**config.mk**
```make
export PLATFORM = sky130hd
export DESIGN_NAME = reg_bank_arbiter_flat
export DESIGN_NICKNAME = d
export VERILOG_FILES = /design/src/rtl/reg_bank_arbiter_if.sv /design/src/rtl/reg_bank_arbiter.sv /design/src/flat_wrapper.sv
export SDC_FILE = /design/constraint.sdc
export NUM_CORES = 1
export LEC_CHECK = 0
export CORE_ASPECT_RATIO = 0.75
export CORE_UTILIZATION = 40
export DETAILED_ROUTE_END_ITERATION = 7
export HOLD_SLACK_MARGIN = 0.06
export PLACE_DENSITY = 0.67
export SLEW_MARGIN = 10
export SYNTH_ARGS = -nofsm -noshare
export SYNTH_HDL_FRONTEND = slang
export SYNTH_SLANG_ARGS = --single-unit
```
**constraint.sdc**
```tcl
create_clock -name clk -period 8.95 [get_ports clk]
set_input_delay 0.895 -clock clk [delete_from_list [all_inputs] [get_ports clk]]
set_output_delay 0.895 -clock clk [all_outputs]
set_load 0.1 [all_outputs]
```
**src/rtl/reg_bank_arbiter_if.sv**
```systemverilog
// Bus bundle for reg_bank_arbiter: write requesters, clear-sweep control and read port.
// The master side drives requests and commands; the slave side is the arbiter itself.
interface reg_bank_arbiter_if #(
    parameter int NREQ  = 3,
    parameter int WIDTH = 4,
    parameter int AW    = 2
);
    logic [NREQ-1:0]       req;
    logic [NREQ*AW-1:0]    wr_addr;
    logic [NREQ*WIDTH-1:0] wr_data;
    logic [NREQ-1:0]       gnt;
    logic                  clr_start;
    logic                  busy;
    logic                  done;
    logic [AW-1:0]         rd_addr;
    logic [WIDTH-1:0]      rd_data;

    modport master (
        output req, wr_addr, wr_data, clr_start, rd_addr,
        input  gnt, busy, done, rd_data
    );

    modport slave (
        input  req, wr_addr, wr_data, clr_start, rd_addr,
        output gnt, busy, done, rd_data
    );
endinterface

```
**src/rtl/reg_bank_arbiter.sv**
```systemverilog
// Register bank shared by NREQ round-robin write requesters, with a one-register-per-cycle
// clear sweep and a combinational read port.
module reg_bank_arbiter #(
    parameter int NREQ  = 3,
    parameter int WIDTH = 4,
    parameter int DEPTH = 4,
    parameter int AW    = 2
) (
    input  logic              clk,
    input  logic              reset,
    reg_bank_arbiter_if.slave bus
);
    localparam int IW = (NREQ > 1) ? $clog2(NREQ) : 1;

    typedef enum logic {IDLE, SWEEP} state_t;

    state_t            state;
    state_t            state_next;
    logic [AW-1:0]     cnt;
    logic [IW-1:0]     last;
    logic [IW-1:0]     gnt_idx;
    logic [IW-1:0]     cand;
    logic              gnt_valid;
    logic              done_q;
    logic [NREQ-1:0]   gnt_vec;
    logic [AW-1:0]     sel_addr;
    logic [WIDTH-1:0]  sel_data;
    logic [WIDTH-1:0]  bank [DEPTH];

    // Round-robin search starting just after the last winner; a pending clear blocks grants.
    always_comb begin
        gnt_valid = 1'b0;
        gnt_idx   = last;
        cand      = last;
        if (state == IDLE && !bus.clr_start) begin
            for (int i = 1; i <= NREQ; i++) begin
                cand = IW'((int'(last) + i) % NREQ);
                if (!gnt_valid && bus.req[cand]) begin
                    gnt_valid = 1'b1;
                    gnt_idx   = cand;
                end
            end
        end
    end

    always_comb begin
        gnt_vec  = '0;
        sel_addr = '0;
        sel_data = '0;
        if (gnt_valid) begin
            gnt_vec[gnt_idx] = 1'b1;
        end
        for (int i = 0; i < NREQ; i++) begin
            if (gnt_idx == IW'(i)) begin
                sel_addr = bus.wr_addr[i*AW +: AW];
                sel_data = bus.wr_data[i*WIDTH +: WIDTH];
            end
        end
    end

    always_comb begin
        state_next = state;
        case (state)
            IDLE:    if (bus.clr_start) state_next = SWEEP;
            SWEEP:   if (cnt == AW'(DEPTH - 1)) state_next = IDLE;
            default: state_next = IDLE;
        endcase
    end

    // The pointer only moves on a real grant, so it stays frozen across a sweep.
    always_ff @(posedge clk or negedge reset) begin
        if (!reset) begin
            state  <= IDLE;
            cnt    <= '0;
            last   <= IW'(NREQ - 1);
            done_q <= 1'b0;
            for (int i = 0; i < DEPTH; i++) begin
                bank[i] <= '0;
            end
        end else begin
            state  <= state_next;
            done_q <= (state == SWEEP) && (cnt == AW'(DEPTH - 1));
            if (state == SWEEP) begin
                bank[cnt] <= '0;
                cnt       <= cnt + 1'b1;
            end else begin
                cnt <= '0;
                if (gnt_valid) begin
                    bank[sel_addr] <= sel_data;
                    last           <= gnt_idx;
                end
            end
        end
    end

    assign bus.gnt     = gnt_vec;
    assign bus.busy    = (state == SWEEP);
    assign bus.done    = done_q;
    assign bus.rd_data = bank[bus.rd_addr];
endmodule

```
**src/flat_wrapper.sv**
```systemverilog
// flat-port wrapper written by rule: the top's interface ports become plain ports
module reg_bank_arbiter_flat 
#(
    parameter int NREQ  = 3,
    parameter int WIDTH = 4,
    parameter int DEPTH = 4,
    parameter int AW    = 2
)
  (clk, reset, bus_req, bus_wr_addr, bus_wr_data, bus_clr_start, bus_rd_addr, bus_gnt, bus_busy, bus_done, bus_rd_data);
  reg_bank_arbiter_if #(.NREQ(NREQ), .WIDTH(WIDTH), .AW(AW)) bus_i ();
  input  logic clk;
  input  logic reset;
  input wire logic [$bits(bus_i.req)-1:0] bus_req;
  input wire logic [$bits(bus_i.wr_addr)-1:0] bus_wr_addr;
  input wire logic [$bits(bus_i.wr_data)-1:0] bus_wr_data;
  input wire logic [$bits(bus_i.clr_start)-1:0] bus_clr_start;
  input wire logic [$bits(bus_i.rd_addr)-1:0] bus_rd_addr;
  output wire logic [$bits(bus_i.gnt)-1:0] bus_gnt;
  output wire logic [$bits(bus_i.busy)-1:0] bus_busy;
  output wire logic [$bits(bus_i.done)-1:0] bus_done;
  output wire logic [$bits(bus_i.rd_data)-1:0] bus_rd_data;
  assign bus_i.req = bus_req;
  assign bus_i.wr_addr = bus_wr_addr;
  assign bus_i.wr_data = bus_wr_data;
  assign bus_i.clr_start = bus_clr_start;
  assign bus_i.rd_addr = bus_rd_addr;
  assign bus_gnt = bus_i.gnt;
  assign bus_busy = bus_i.busy;
  assign bus_done = bus_i.done;
  assign bus_rd_data = bus_i.rd_data;
  reg_bank_arbiter #(.NREQ(NREQ), .WIDTH(WIDTH), .DEPTH(DEPTH), .AW(AW)) u_core (.clk(clk), .reset(reset), .bus(bus_i));
endmodule
```
# --- Yosys cells after proc, flatten, opt, wreduce, memory -nomap -nowiden ---
# Cells that the tools add are included.
# Widths: inputs -> output; s select.
op_classes:
  n_addsub: 4
  div_mod_pow: 3
  order_cmp: 10
  eq_ne: 3
  muxes: 39
  n_bitwise: 6
  reduce_logical: 13
op_table:
  columns: ["cell", "count"]
  rows:
  - ["$mod 32x3->32 const B", 3]
  - ["$mux 16", 2]
  - ["$mux 4", 7]
  - ["$and 16x16->16", 1]
  - ["$bwmux 16", 1]
  - ["$demux 4 s2", 2]
  - ["$mux 2", 8]
  - ["$not 16->16", 1]
  - ["$lt 2x3->1 const B", 4]
  - ["$mux 1", 12]
  - ["$ge 3x3->1 const B", 3]
  - ["$not 2->3", 3]
  - ["$bmux 4 s2", 1]
  - ["$logic_and 1x1->1", 7]
  - ["$add 2x2->3 const B", 2]
  - ["$bmux 1 s2", 3]
  - ["$lt 3x1->1 const B", 2]
  - ["$eq 2x2->1 const B", 2]
  - ["$add 2x1->3 const B", 1]
  - ["$logic_not 1->1", 3]
  - ["$mux 3", 1]
  - ["$add 2x1->2 const B", 1]
  - ["$demux 1 s2", 1]
  - ["$eq 2x1->1 const B", 1]
  - ["other kinds (6)", 6]
word_totals:
  reg_bits: 22
  out_inout_bits: 9
  wordCells: 86

# --- Logic depth before layout (Yosys ltp) ---
# Gate-level depths: netlist (run 1).
logic_depth:
  ltp_word: 26
  depth_mapped: 13
  ltp_nobuf: 11

# --- Worst setup path before layout (run 1) ---
# Ideal clock, no wire load.
synth_timing:
  kind: "input to output"
  start: "input port bus_req[2]"
  end: "output port bus_gnt[0]"
  arrival_ps: 4226
  slack_ps: 3829
  path_stages: 8
  n_path_buf: 1
  path_cell_list: "and4bb_1 > a31oi_1 > or3_1 > a31oi_2 > and2_1 > buf_4 > inv_1 > nor3_1"
synth_via:
  elab_chain_cells: 17
  word_cells_on_any_way: 26
  cone_classes: "2 x order compare; 19 x mux; 5 x reduce/logical"
synth_rtl:
  columns: ["item", "line_no", "text"]
  rows:
  - ["from (decl)", "flat_wrapper.sv:13", "input wire logic [$bits(bus_i.req)-1:0] bus_req;"]
  - ["$bmux 1 s2", "reg_bank_arbiter.sv:38", "if (!gnt_valid && bus.req[cand]) begin"]
  - ["$mux 1 (not written as such)", "reg_bank_arbiter.sv:38", null]
  - ["$mux 1", "reg_bank_arbiter.sv:38", null]
  - ["$mux 1", "reg_bank_arbiter.sv:35", "if (state == IDLE && !bus.clr_start) begin"]
  - ["$logic_not 1->1", "reg_bank_arbiter.sv:38", null]
  - ["$logic_and 1x1->1", "reg_bank_arbiter.sv:38", null]
  - ["$mux 1", "reg_bank_arbiter.sv:38", null]
  - ["$mux 1", "reg_bank_arbiter.sv:35", null]
  - ["$logic_not 1->1", "reg_bank_arbiter.sv:38", null]
  - ["$logic_and 1x1->1", "reg_bank_arbiter.sv:38", null]
  - ["$mux 2", "reg_bank_arbiter.sv:38", null]
  - ["$mux 2", "reg_bank_arbiter.sv:35", null]
  - ["$lt 2x3->1 (not written as such) or $ge 2x1->1 (tied branches)", "reg_bank_arbiter.sv:51", "gnt_vec[gnt_idx] = 1'b1;"]
  - ["$logic_and 1x1->1 (not written as such)", "reg_bank_arbiter.sv:51", null]
  - ["$mux 1 (not written as such)", "reg_bank_arbiter.sv:51", null]
  - ["$demux 1 s2", null, null]
  - ["$mux 3 *", "reg_bank_arbiter.sv:50", "if (gnt_valid) begin"]
  - ["to (decl)", "flat_wrapper.sv:18", "output wire logic [$bits(bus_i.gnt)-1:0] bus_gnt;"]
# Mark *: on every way between the ends. The rest lies on a longest branch, timed or not. The select of a mux whose other input is x is not followed.

# --- Worst setup path after layout (run 1) ---
# Ends and elaborated chain as after synthesis.

==> results.toml, run 1 <==
[run_status]
outcome = "complete, no violations"

[cts]
cts_buffers = 3
cts_sinks = 22
htreeDepth = 1
cts-root-buf = "clkbuf_8"
worstSkewPairLatency_ps = 260
post_cts_resized = 0
path_clk_slew_ps = 70
cts_setup_buffers = 0
cts.path.max_buffers = 2
hold_buffers = 0
cts_tree = "built"

[setup_path]
cp_slowest_cell = "clkdlybuf4s50_1"
timing.rr.start = "u_core.last[0]"
path_max_fanout = 8
cpMostUsedCell = "clkdlybuf4s50_1"
crit_path_start_kind = "input port"
crit_start = "bus_req[2]"
path_class = "in -> out"
worstPathArrival_ps = 4390
worstPathRequired_ps = 8060
end_kind = "output pin"
path_cells = "clkdlybuf4s50_1 -> and4bb_1 -> a31oi_1 -> or3_1 -> a31oi_2 -> and2_1 -> inv_1 -> nor3_1 -> clkdlybuf4s50_1"
cp_slowest_stage_delay_ps = 1170

[power]
power_frac_comb_pct = 60.5
p_seq_share_pct = 27.1
power_density_nw_per_um2 = 280.5
max-vdd-ir-drop_v = 0.0001319
clockPowerShare_pct = 12.4
p_int_mw = 0.2833
p_leak_nw = 0.9018
power.switching_fraction_pct = 49.71
switching_power_mw = 0.2800

[floorplanning]
die_w_um = 74.87
io_pins = 35
row_count = 19
die-area_um2 = 4241
start_util_pct = 42.68
core_um2 = 3732
die_h_um = 56.65

[cells_and_area]
finish.utilization_pct = 53.80
drive_gt1_share_pct = 14.89
syn2layout_area_growth_pct = 26.08
fin_nets = 221
antenna_cells = 0

[routing]
num_vias = 1337
drt-total-wl_mm = 3.899
drt_first_pass_iters = 4
ant_nets = 0
route.detailed.drc = 0
detail_route.wl_per_cell_um = 16.25
drt_iter0_drc = 59
via_per_inst = 5.571

[yosys]
syn_area_per_cell_um2 = 10.15
syn_nets = 189
ys_warn_count = 0
syn_inst = 157
synth_top_area_share_pct = 32.99
synthTopCellsByArea = "dfrtp_1 33%, mux2_1 7.1%, mux4_2 5.7%"
synth_most_common_cell = "dfrtp_1"
synth_enable_flop_cells = 0
synthFlopType = "dfrtp_1"
synth.distinct_cells = 47
syn-cell-area_um2 = 1593
yosysSeqAreaShare_pct = 34.64
synth_common_cells = "21 x dfrtp_1, 14 x and2_1, 13 x nand2_1, 11 x inv_1, 10 x mux2_1"
synth_area_leader_cell = "dfrtp_1"
synth_seq_cells = 22
async_reset_ff_share_pct = 100.0

[sta]
setup_viol = 0
worstMarginPinSlew_ps = 984.9
clock_skew_ps = 5.653
finalCritPeriodShare_pct = 59.05
timing.fmax_mhz = 189.2
slew-limit-headroom_pct = 34.13
tns_ps = 0
rsz0062_at_grt = "false"
hold_viol_final = 0
drv_slew = 0
min_period_ps = 5285

[global_routing]
grt_pass1_wl_mm = 6.113
grt_antenna_before_repair = 0
grt_max_degree = 23
track_usage_pct = 19.47
grt_pass1_vias = 1257
grt.overflow.total = 0

[placed_design]
routabilityCongestion = 0.9274
io_buffer_count = 34
dp_hpwl_mm = 3.013

[run]
max_cap_violations = 0

[worst_hold_path]
hold_start = "u_core.cnt[0]"
hold_class = "reg -> reg"
[metrics by stage]
stage | setup WS (ps) | power, mW | std cells | instance area (µm²) | hold slack [ps]
floorplan | 3829 | 0.4186 | 157 | 1593 | 456.6
global placement | 3790 | 0.4817 | 236 | 1953 | 471.1
CTS | 3696 | 0.5644 | 240 | 2008 | 502.8
finish | 3665 | 0.5633 | 240 | 2008 | 497.2
global route | 3500 | 0.5995 | 240 | 2008 | 534.8
detailed placement | 3697 | 0.4922 | 236 | 1953 | 488.1
[worst paths after layout]
check                           slack, ps  cells past startpoint         endpoint
worst max register to register       5710                     10  u_core.bank[10]
worst min-delay path                  500                      1    u_core.cnt[0]
worst max-delay path                 3670                      9       bus_gnt[0]
max in group asynchronous            7170                      1  u_core.bank[15]
worst min register to register        500                      1    u_core.cnt[0]
min in group asynchronous            1170                      1  u_core.bank[12]
[power by group through the flow]
stage | sequential (mW) | clock [mW] | combinational, mW
3_5_place_dp | 0.154 | 0 | 0.338
5_1_grt | 0.156 | 0.0771 | 0.366
2_1_floorplan | 0.170 | 0 | 0.248
4_1_cts | 0.153 | 0.0726 | 0.339
6_report | 0.153 | 0.0696 | 0.341
3_3_place_gp | 0.152 | 0 | 0.330
[sequential cells by signal (all words and copies together), names as in the netlist]
name,count
u_core.bus.done,1
u_core.last,2
u_core.cnt,2
u_core.bank,16
u_core.bus.busy,1
[critical path: cells and delay by family]
kind            cells  cell delay (ps)
simple gates        4             1300
buf+inv             3             1800
compound gates      2              390
[logic make-up (layout without fill, tap and decap cells)]
group | Yosys count | after routing | share of synthesized area, %
AO/OA/AOI/OAI | 27 | 27 | 14.45
adder cells (fa/ha/maj) | 8 | 8 | 6.049
buffers and inverters | 19 | 50 | 5.655
flip-flops | 22 | 22 | 34.64
multiplexers | 25 | 25 | 20.42
AND/OR/NAND/NOR | 56 | 56 | 18.77
[placed cells by master, fill, tap and decap left out, types with 2 or more instances in the layout]
cell / Yosys / routed
nor2b_1: 3 / 3
mux4_2: 4 / 4
nor3_1: 3 / 3
clkbuf_8: 0 / 4
or3_1: 2 / 2
mux2_1: 10 / 10
nand2_1: 13 / 13
dfrtp_1: 21 / 21
mux2i_1: 4 / 4
a211oi_1: 2 / 2
and2_1: 14 / 14
nand2b_1: 2 / 2
inv_1: 11 / 11
o21ai_0: 2 / 2
ha_1: 6 / 6
mux2_2: 6 / 6
a21oi_1: 5 / 5
nor2_1: 9 / 9
clkdlybuf4s50_1: 0 / 34
nand4_1: 3 / 3
nand2_2: 2 / 2
a22oi_1: 4 / 4
a31oi_1: 2 / 2
[layer usage]
metal	global-route usage [%]	part of all wire, %
met1	30.36	49
met2	27.67	46
met3	4.309	4.6
met4	3.235	0.23
met5	0	0
[area by class of cell]
cell class              count  area, µm²
clock buffers               4      55.05
fillers                   347       1724
inverters                  12      45.04
multi-input cells         116      950.9
flip-flops and latches     22      551.8
well taps                  52      65.06
repair buffers             34      340.3
(Power assumes the default switching activity.)
==> run 2: changes to the inputs <==
Clock period 8.95 ns to 4.9 ns, I/O delays scaled along.
==> run 2 against run 1 <==
Compared with the run above: first-iteration DRC count rose by 15%; clock power rose by 62%; largest power group unchanged; register-to-register slack got worse by 4000 ps; flip-flop and latch count did not move; final cell count did not move; critical path depth rose by 1; highest routed layer unchanged; clock skew fell by 3.6 ps; critical path type is now reg -> out; wire length fell by 2.2%; setup slack got worse by 2600 ps; die area did not move; count of clock-buffer cells in the layout did not move.
==> results.toml, run 2 (synthesized netlist as in run 1, its figures left out) <==
[run_status]
outcome = "complete, no violations"

[setup_path]
timing.rr.start = "u_core.last[0]"
crit_path_start_kind = "flip-flop"
end_kind = "output pin"
crit_start = "u_core.last[0]"
worstPathRequired_ps = 4410
worstPathArrival_ps = 3340
path_max_fanout = 14
path_class = "reg -> out"

[sta]
setup_viol = 0
layout_setup_ws_ps = 1071
timing.fmax_mhz = 261.2
fin_hold_ws_ps = 499.8
finalCritPeriodShare_pct = 78.15
drv_slew = 0
rsz0062_at_grt = "false"
min_period_ps = 3829
clock_skew_ps = 2.056
tns_ps = 0
hold_viol_final = 0
worstMarginPinSlew_ps = 981.9
slew-limit-headroom_pct = 34.34

[floorplanning]
io_pins = 35
die_h_um = 56.65
row_count = 19
core_um2 = 3732
start_util_pct = 42.68
die-area_um2 = 4241
die_w_um = 74.87

[global_routing]
grt_pass1_vias = 1255
grt.overflow.total = 0
grt_max_degree = 23
grt_antenna_before_repair = 0
grt_pass1_wl_mm = 6.127
track_usage_pct = 19.45

[cells_and_area]
top_register = "u_core.bank"
syn2layout_area_growth_pct = 25.29
drive_gt1_share_pct = 14.89
final_common_cell = "clkdlybuf4s50_1"
largest_reg_flops = 16
antenna_cells = 0
largest_registers = "u_core.bank x16, u_core.cnt x2, u_core.last x2"
fin_nets = 221
layout_common_cells = "33 x clkdlybuf4s50_1, 21 x dfrtp_1, 14 x and2_1, 13 x nand2_1, 11 x inv_1"

[cts]
hold_buffers = 0
cts_setup_buffers = 0
worstSkewPairLatency_ps = 260
path_clk_slew_ps = 70
cts_tree = "built"
cts.path.max_buffers = 2
post_cts_resized = 0
cts-root-buf = "clkbuf_8"
cts_sinks = 22
htreeDepth = 1
cts_buffers = 3

[power]
p_leak_nw = 0.8979
power.switching_fraction_pct = 50.31
p_total_mw = 1.014
switching_power_mw = 0.5101
p_int_mw = 0.5037
max-vdd-ir-drop_v = 0.0003220
p_seq_share_pct = 27.5
clockPowerShare_pct = 11.2
power_frac_comb_pct = 61.3
power_density_nw_per_um2 = 508.0

[routing]
drt-total-wl_mm = 3.813
num_vias = 1329
route.detailed.drc = 0
detail_route.wl_per_cell_um = 15.89
drt_iter0_drc = 68
ant_nets = 0
via_per_inst = 5.538
drt_first_pass_iters = 4

[worst_hold_path]
hold_start = "u_core.cnt[0]"
hold_class = "reg -> reg"

[run]
max_cap_violations = 0

[placed_design]
dp_hpwl_mm = 2.955
preCtsSetupSlack_ps = 1259
io_buffer_count = 34
routabilityCongestion = 0.8827
[run 2: worst max-delay path: stages, from the launching register on]
cell	delay, ps
dfrtp_1	390
inv_1	80
ha_1	520
and4bb_1	250
a31oi_1	60
or3_1	360
o21ai_1	290
and2_1	430
inv_1	100
nor3_1	260
buf_4	340
[run 2: final timing paths]
check                                   to  slack (ps)  cells past startpoint
setup / recovery                bus_gnt[0]        1070                     10
hold / removal               u_core.cnt[0]         500                      1
setup reg to reg            u_core.bank[8]        1670                     10
max in group asynchronous  u_core.bank[15]        3530                      1
hold reg to reg              u_core.cnt[0]         500                      1
min in group asynchronous   u_core.bank[8]         770                      1
[run 2: metal layers]
| layer | up-vias | part of all wire [%] | routed length, µm | global-route usage, % |
|---|---|---|---|---|
| li1 | 620 | - | - | - |
| met1 | 668 | 49 | 1854 | 28.93 |
| met2 | 39 | 46 | 1740 | 29.09 |
| met3 | 2 | 5.3 | 202 | 4.488 |
| met4 | 0 | 0.42 | 16 | 3.235 |
| met5 | - | 0 | 0 | 0 |
[run 2: layout make-up]
| class | instances | area [µm²] |
|---|---|---|
| Clock buffer | 4 | 45.04 |
| Fill cell | 346 | 1737 |
| Inverter | 12 | 45.04 |
| Multi-Input combinational cell | 116 | 950.9 |
| Sequential cell | 22 | 551.8 |
| Tap cell | 52 | 65.06 |
| Timing Repair Buffer | 34 | 337.8 |
[run 2: metrics by stage]
step	cell area (µm²)	utilization, %	instances
final	1996	53.47	240
after detailed placement	1951	52.26	236
after global placement	1951	52.26	236
after floorplan	1593	-	157
after global routing	1996	53.47	240
after CTS	1996	53.47	240
[run 2: power by group through the flow]
stage / logic (mW) / registers, mW / clock network, mW
finish: 0.622 / 0.279 / 0.113
floorplan: 0.453 / 0.311 / 0
CTS: 0.620 / 0.279 / 0.115
global placement: 0.602 / 0.277 / 0
global route: 0.671 / 0.286 / 0.124
detailed placement: 0.618 / 0.282 / 0
